[src/rtl/poly_compress.sv]
// poly_compress: per-coefficient normalize + Kyber Compress_D, then little-endian 32-bit word packing.
// Defining POLY_COMPRESS_CHK_EN builds the rotating-XOR output checksum on chk.

module poly_compress #(
    parameter int unsigned DEPTH = 8,
    parameter int unsigned D     = 10
) (
    input  logic             clk,
    input  logic             reset,
    input  logic             set,
    input  logic             start,
    input  logic [15:0]      comp_din_1,
    input  logic [15:0]      comp_din_2,
    input  logic [DEPTH-1:0] in_index,
    input  logic             valid_in,
    output logic [31:0]      dout,
    output logic [DEPTH-1:0] dout_index,
    output logic             dout_valid,
    output logic             err,
    output logic [31:0]      chk,
    output logic             done
);

    localparam int unsigned HALF_Q   = 1664;
    localparam int unsigned NPAIRS   = 1 << (DEPTH - 1);
    localparam int unsigned WORDS    = ((1 << DEPTH) * D + 31) / 32;
    localparam int unsigned BUF_W    = 32 + 2 * 11;
    localparam int unsigned CNT_W    = 6;
    localparam int unsigned NUM_W    = 23;
    localparam int unsigned PROD_W   = 47;
    localparam int unsigned RECIP_SH = 35;
    localparam logic [23:0] RECIP    = 24'd10321340;
    localparam logic signed [16:0] Q_S = 17'sd3329;

    typedef enum logic [1:0] {
        ST_IDLE = 2'd0,
        ST_RUN  = 2'd1,
        ST_DONE = 2'd2
    } state_t;

    state_t state_q, state_d;

    logic [DEPTH-1:0] in_cnt;
    logic [DEPTH-1:0] pk_cnt;
    logic [DEPTH-1:0] word_cnt;
    logic             s1_v, s2_v;
    logic [11:0]      s1_x1, s1_x2;
    logic [D-1:0]     s2_c1, s2_c2;
    logic [BUF_W-1:0] buf_q;
    logic [CNT_W-1:0] bit_cnt;

    logic             accept_c;
    logic [DEPTH-1:0] exp_idx_c;
    logic [2*D-1:0]   pair_c;
    logic [BUF_W-1:0] merged_c;
    logic [BUF_W-1:0] buf_nxt_c;
    logic [CNT_W-1:0] total_c;
    logic [CNT_W-1:0] cnt_nxt_c;
    logic             tail_c;
    logic             emit_c;
    logic [31:0]      word_c;

    // Fold a coefficient from [-q, 2q-1] into [0, q).
    function automatic logic [11:0] normalize(input logic [15:0] x);
        logic signed [16:0] xs;
        xs = $signed({x[15], x});
        if (xs[16])
            xs = xs + Q_S;
        else if (xs >= Q_S)
            xs = xs - Q_S;
        return 12'(xs);
    endfunction

    // round(x*2^D/q) mod 2^D as floor((x*2^D + (q-1)/2) / q); q is odd so no ties occur.
    // The reciprocal 2^35/q (rounded up) is exact for every numerator below 2^23.
    function automatic logic [D-1:0] compress(input logic [11:0] x);
        logic [NUM_W-1:0]  num;
        logic [PROD_W-1:0] prod;
        num  = (NUM_W'(x) << D) + NUM_W'(HALF_Q);
        prod = PROD_W'(num) * PROD_W'(RECIP);
        return D'(prod >> RECIP_SH);
    endfunction

    always_ff @(posedge clk) begin
        if (reset)
            state_q <= ST_IDLE;
        else if (set)
            state_q <= state_d;
    end

    always_comb begin
        state_d = state_q;
        if (start) begin
            state_d = ST_RUN;
        end else begin
            case (state_q)
                ST_IDLE: state_d = ST_IDLE;
                ST_RUN: begin
                    if (dout_valid && dout_index == DEPTH'(WORDS - 1))
                        state_d = ST_DONE;
                end
                ST_DONE: state_d = ST_DONE;
                default: state_d = ST_IDLE;
            endcase
        end
    end

    assign accept_c  = valid_in && !start && (state_q == ST_RUN) && (in_cnt != DEPTH'(NPAIRS));
    assign exp_idx_c = DEPTH'({in_cnt, 1'b0});

    // Packer: append the S2 pair above the buffered bits; emit a full word or the zero-padded tail.
    always_comb begin
        pair_c   = {s2_c1, s2_c2};
        merged_c = buf_q;
        total_c  = bit_cnt;
        if (s2_v) begin
            merged_c = buf_q | (BUF_W'(pair_c) << bit_cnt);
            total_c  = bit_cnt + CNT_W'(2 * D);
        end
        tail_c    = !s2_v && (pk_cnt == DEPTH'(NPAIRS)) && (bit_cnt != '0);
        emit_c    = tail_c || (total_c >= CNT_W'(32));
        word_c    = merged_c[31:0];
        buf_nxt_c = merged_c;
        cnt_nxt_c = total_c;
        if (emit_c) begin
            buf_nxt_c = merged_c >> 32;
            cnt_nxt_c = tail_c ? '0 : total_c - CNT_W'(32);
        end
    end

    always_ff @(posedge clk) begin
        if (reset) begin
            in_cnt     <= '0;
            pk_cnt     <= '0;
            word_cnt   <= '0;
            s1_v       <= 1'b0;
            s2_v       <= 1'b0;
            s1_x1      <= '0;
            s1_x2      <= '0;
            s2_c1      <= '0;
            s2_c2      <= '0;
            buf_q      <= '0;
            bit_cnt    <= '0;
            dout       <= '0;
            dout_index <= '0;
            dout_valid <= 1'b0;
            err        <= 1'b0;
            done       <= 1'b0;
        end else if (set) begin
            done <= (state_d == ST_DONE);
            if (start) begin
                in_cnt     <= '0;
                pk_cnt     <= '0;
                word_cnt   <= '0;
                s1_v       <= 1'b0;
                s2_v       <= 1'b0;
                buf_q      <= '0;
                bit_cnt    <= '0;
                dout       <= '0;
                dout_index <= '0;
                dout_valid <= 1'b0;
                err        <= 1'b0;
            end else begin
                s1_v <= accept_c;
                if (accept_c) begin
                    s1_x1  <= normalize(comp_din_1);
                    s1_x2  <= normalize(comp_din_2);
                    in_cnt <= in_cnt + DEPTH'(1);
                    if (in_index != exp_idx_c)
                        err <= 1'b1;
                end
                s2_v <= s1_v;
                if (s1_v) begin
                    s2_c1 <= compress(s1_x1);
                    s2_c2 <= compress(s1_x2);
                end
                if (s2_v)
                    pk_cnt <= pk_cnt + DEPTH'(1);
                buf_q      <= buf_nxt_c;
                bit_cnt    <= cnt_nxt_c;
                dout_valid <= emit_c;
                if (emit_c) begin
                    dout       <= word_c;
                    dout_index <= word_cnt;
                    word_cnt   <= word_cnt + DEPTH'(1);
                end
            end
        end
    end

`ifdef POLY_COMPRESS_CHK_EN
    // Rotate-left-by-one XOR over every emitted word.
    always_ff @(posedge clk) begin
        if (reset)
            chk <= '0;
        else if (set) begin
            if (start)
                chk <= '0;
            else if (emit_c)
                chk <= chk ^ {word_c[30:0], word_c[31]};
        end
    end
`else
    assign chk = '0;
`endif

endmodule

[config.mk]
export PLATFORM = sky130hd
export DESIGN_NAME = poly_compress
export DESIGN_NICKNAME = d
export VERILOG_FILES = /design/src/rtl/poly_compress.sv
export SDC_FILE = /design/constraint.sdc
export NUM_CORES = 1
export LEC_CHECK = 0
export CELL_PAD_IN_SITES_DETAIL_PLACEMENT = 0
export CELL_PAD_IN_SITES_GLOBAL_PLACEMENT = 1
export CORE_MARGIN = 2
export CORE_UTILIZATION = 52
export DETAILED_ROUTE_END_ITERATION = 10
export MAX_ROUTING_LAYER = met4
export PLACE_DENSITY = 0.86
export SETUP_SLACK_MARGIN = 0.2
export SYNTH_ARGS = -nofsm -noshare
export SYNTH_HDL_FRONTEND = slang
export SYNTH_SLANG_ARGS = --single-unit
[constraint.sdc]
create_clock -name clk -period 14.9 [get_ports clk]
set_input_delay 3.725 -clock clk [delete_from_list [all_inputs] [get_ports clk]]
set_output_delay 3.725 -clock clk [all_outputs]
set_load 0.005 [all_outputs]
==> results.md <==
* Seq/Total Area, Yosys at 16.2%
* Max-Cap Viols at 0
* Initial Utilization at 52.5%
* Slowest CP cell: dfxtp_1
* Worst min-delay path category: reg2reg
* DR vias at 16,800
* Post-Synth XOR/XNOR Area at 4.35%
* RR Endpoint: s2_c2[6]
* Post-synth EDFFs at 0
* Multiplexer area fraction after synthesis at 1.89%
* Final Hold Fails at 0
* Post-Route WL at 54.1 mm
* Reg-to-Reg Start: s1_x2[0]
* Crit share post-route at 57.0%
* Nets at 3,087
* Largest net degree at the start of global routing at 63
* Diodes inserted at 0
* Die Ht at 207 microns
* IO Port Bufs at 87
* CTS Buf Count at 17
* Drt wl/cell at 17.9 microns
* Htree depth at 4
* Detailed-router iteration count before antenna repair at 5
* Synth area leaders: fa_1 23%, ha_1 18%, dfxtp_1 16%
* RSZ-0062 raised after global routing: false
* Setup violators final at 0
* Mapped Cells at 2,446
* Status: completed
* Largest family of logic cells by synthesized area: adder cells
* Skew final at 0.0120 ns
* Max Root-Sink Buffers at 2
* Top Ports at 120
* Yosys top cell area share at 23.4%
* FMAX at 118 MHz
* Root buffer cell: clkbuf_16
* Pwr dens at 64.7 nW/um^2
* Levels on crit path at 26
* CP Data Required Time at 15.26 ns
* Fraction of layout cells with a size suffix above 1 at 3.49%
* VDD IR-drop max at 0.0554 mV
* Gr usage total at 27.4%
* R2r setup slk at 6.41 ns
* Layout Area Growth over Synthesis at 8.39%
* Min Hold Slack at 0.440 ns
* HPWL after DPL at 44.9 mm
* Vias in the first global route at 17,100
* Max Fanout on Critical Path at 16
* Initial antenna violation count at 0
* FILL cells at 3,691
* Synthesized area at 21,400 sq um
* Core ar. at 40,600 sq um
* Min Tclk post-route at 8.49 ns
* Residual DRC at 0
* Worst hold stages at 2
* Hold Buf Count CTS at 0
* Placer congestion estimate at 0.960
* Critical path class: reg2reg
* Synth Register Bits at 173
* CTS resizes at 0
* Unique masters post-synth at 74
* Total power at 1.50 mW
* Ys Warns at 0
* Clock slew at reported path FFs at 0.08 ns
* CP top delay family: adder cells
* Clock sinks at 173
* Setup crit end: s2_c2[6]
* CTS tree: done
* Final slew viol count at 0
* Worst skew pair latency at 0.47 ns
* Post-synthesis simple-gate area fraction at 11.7%
* Mean Syn Cell Area at 8.73 sq um
* Area leader, netlist: fa_1
* Vias per cell at 5.56
* Complex-gate fraction of the synthesized area at 13.8%
* Cell Rows at 74
* Critical Path AT at 8.85 ns
* Die area at 42,700 sq um
* Critical path capture point type: flip-flop
* Initial drt markers at 1,007
* Post-DRT Antenna Nets at 0
* CP startpoint: s1_x2[0]
* Slew margin rel. at 22.1%
* Worst Setup Start Kind: flip-flop
* Leakage at 11.2 nW
* Gr ovfl total at 0
* Buf+Inv Stages, Crit Path at 6
* Worst-Margin Slew at 1.17 ns
* Most frequent cell on the critical path: fa_1
* Ys async rst share at 0%
* Synth Flop Type: dfxtp_1
* Cells on worst reg2reg path at 26
* Die W at 207 microns
* Largest stage delay, worst path at 0.74 ns
* Post-CTS Setup Bufs at 0
* Setup TNS at 0 ns
* Post-Synth Adder-Cell Area at 41.7%
* First-pass GRT wire length at 88.6 mm
==> through the flow <==
stage | setup WS [ns] | instance area [sq um] | cells | util (%)
2_1_floorplan | 7.23 | 21500 | 2477 | -
3_5_place_dp | 6.38 | 22500 | 2994 | 55.4
3_3_place_gp | 6.48 | 22500 | 2994 | 55.4
5_1_grt | 5.78 | 23100 | 3026 | 56.9
6_report | 6.41 | 23100 | 3026 | 56.9
4_1_cts | 6.31 | 23100 | 3026 | 56.9
==> how the worst min path moves through the flow <==
| stage | start | to | slack, ns |
|---|---|---|---|
| CTS | dout[22] | dout[22] | 0.44 |
| global placement | dout[30] | dout[30] | 0.43 |
| finish | dout[23] | dout[23] | 0.44 |
| detailed placement | dout[22] | dout[22] | 0.43 |
| floorplan | buf_q[22] | buf_q[22] | 0.43 |
| global route | dout[22] | dout[22] | 0.46 |
==> logic make-up (layout without fill, tap and decap cells) <==
| group | after synthesis | count (layout) |
|---|---|---|
| fa+ha+maj | 561 | 561 |
| buf+inv | 551 | 568 |
| simple gates | 534 | 534 |
| compound gates | 482 | 482 |
| flops | 173 | 173 |
| xor+xnor | 106 | 106 |
| mux | 38 | 38 |
| other cells | 1 | 32 |
==> registers in the layout, indices dropped and copies added (netlist names), 4 cells and up <==
register    count
buf_q          54
in_cnt          8
dout           32
word_cnt        8
s2_c1          10
s2_c2          10
bit_cnt         4
pk_cnt          8
dout_index      8
s1_x1          12
s1_x2          12
==> placed cells by master (no fill, tap or decap), drive strengths merged, types with 25 or more instances in the layout <==
cell type        n
nand3           41
conb            32
a22oi           30
inv            442
xnor2           64
nand2          201
a21oi          169
a211oi          25
clkdlybuf4s50   85
nor2           143
xor2            42
fa             250
o21ai          127
dfxtp          173
ha             311
==> synth_stat cells (all sizes together), types with 7 or more instances <==
cell type	instances
o31ai	15
xor2	42
xnor2	64
nor4	11
a22oi	30
or2	8
clkbuf	56
inv	435
o211ai	8
o21a	7
nand4	19
nor2b	11
o21ai	127
nand2b	15
dfxtp	173
nor3	23
buf	59
a21oi	169
a31oi	18
a21o	17
ha	311
nand3b	10
a22o	10
mux2	19
fa	250
nand2	201
nor2	143
nand3	41
a211oi	25
and4	7
and3	18
mux2i	19
==> routing by layer <==
layer,part of all wire [%],track usage (%),vias up
li1,-,-,8091
met5,0,-,-
met1,45,35.6,8277
met4,2.6,7.96,0
met3,4.3,3.33,85
met2,48,44.9,364
==> where the power goes <==
group	total [mW]	leakage (nW)	internal [mW]	switching, mW
logic	0.565	9.54	0.225	0.340
clock network	0.466	0.298	0.229	0.237
registers	0.466	1.39	0.463	0.00229
==> cell type report <==
cell class                 instances  area, sq um  share of cell area (%)
clock buffer                      17          425                    1.84
clock inverter                    15          191                   0.827
inverter                         436         1640                    7.07
multi-input combinational       1753        15800                    68.3
sequential                       173         3460                    15.0
tap                              532          666                    2.88
timing repair buffer             100          958                    4.14
==> worst min-delay path, delay by kind of cell (launching register included) <==
family | cells | cell delay [ns]
AND/OR/NAND/NOR | 2 | 0.09
flip-flops | 1 | 0.31
No activity file was read; power rests on OpenSTA's default activity.
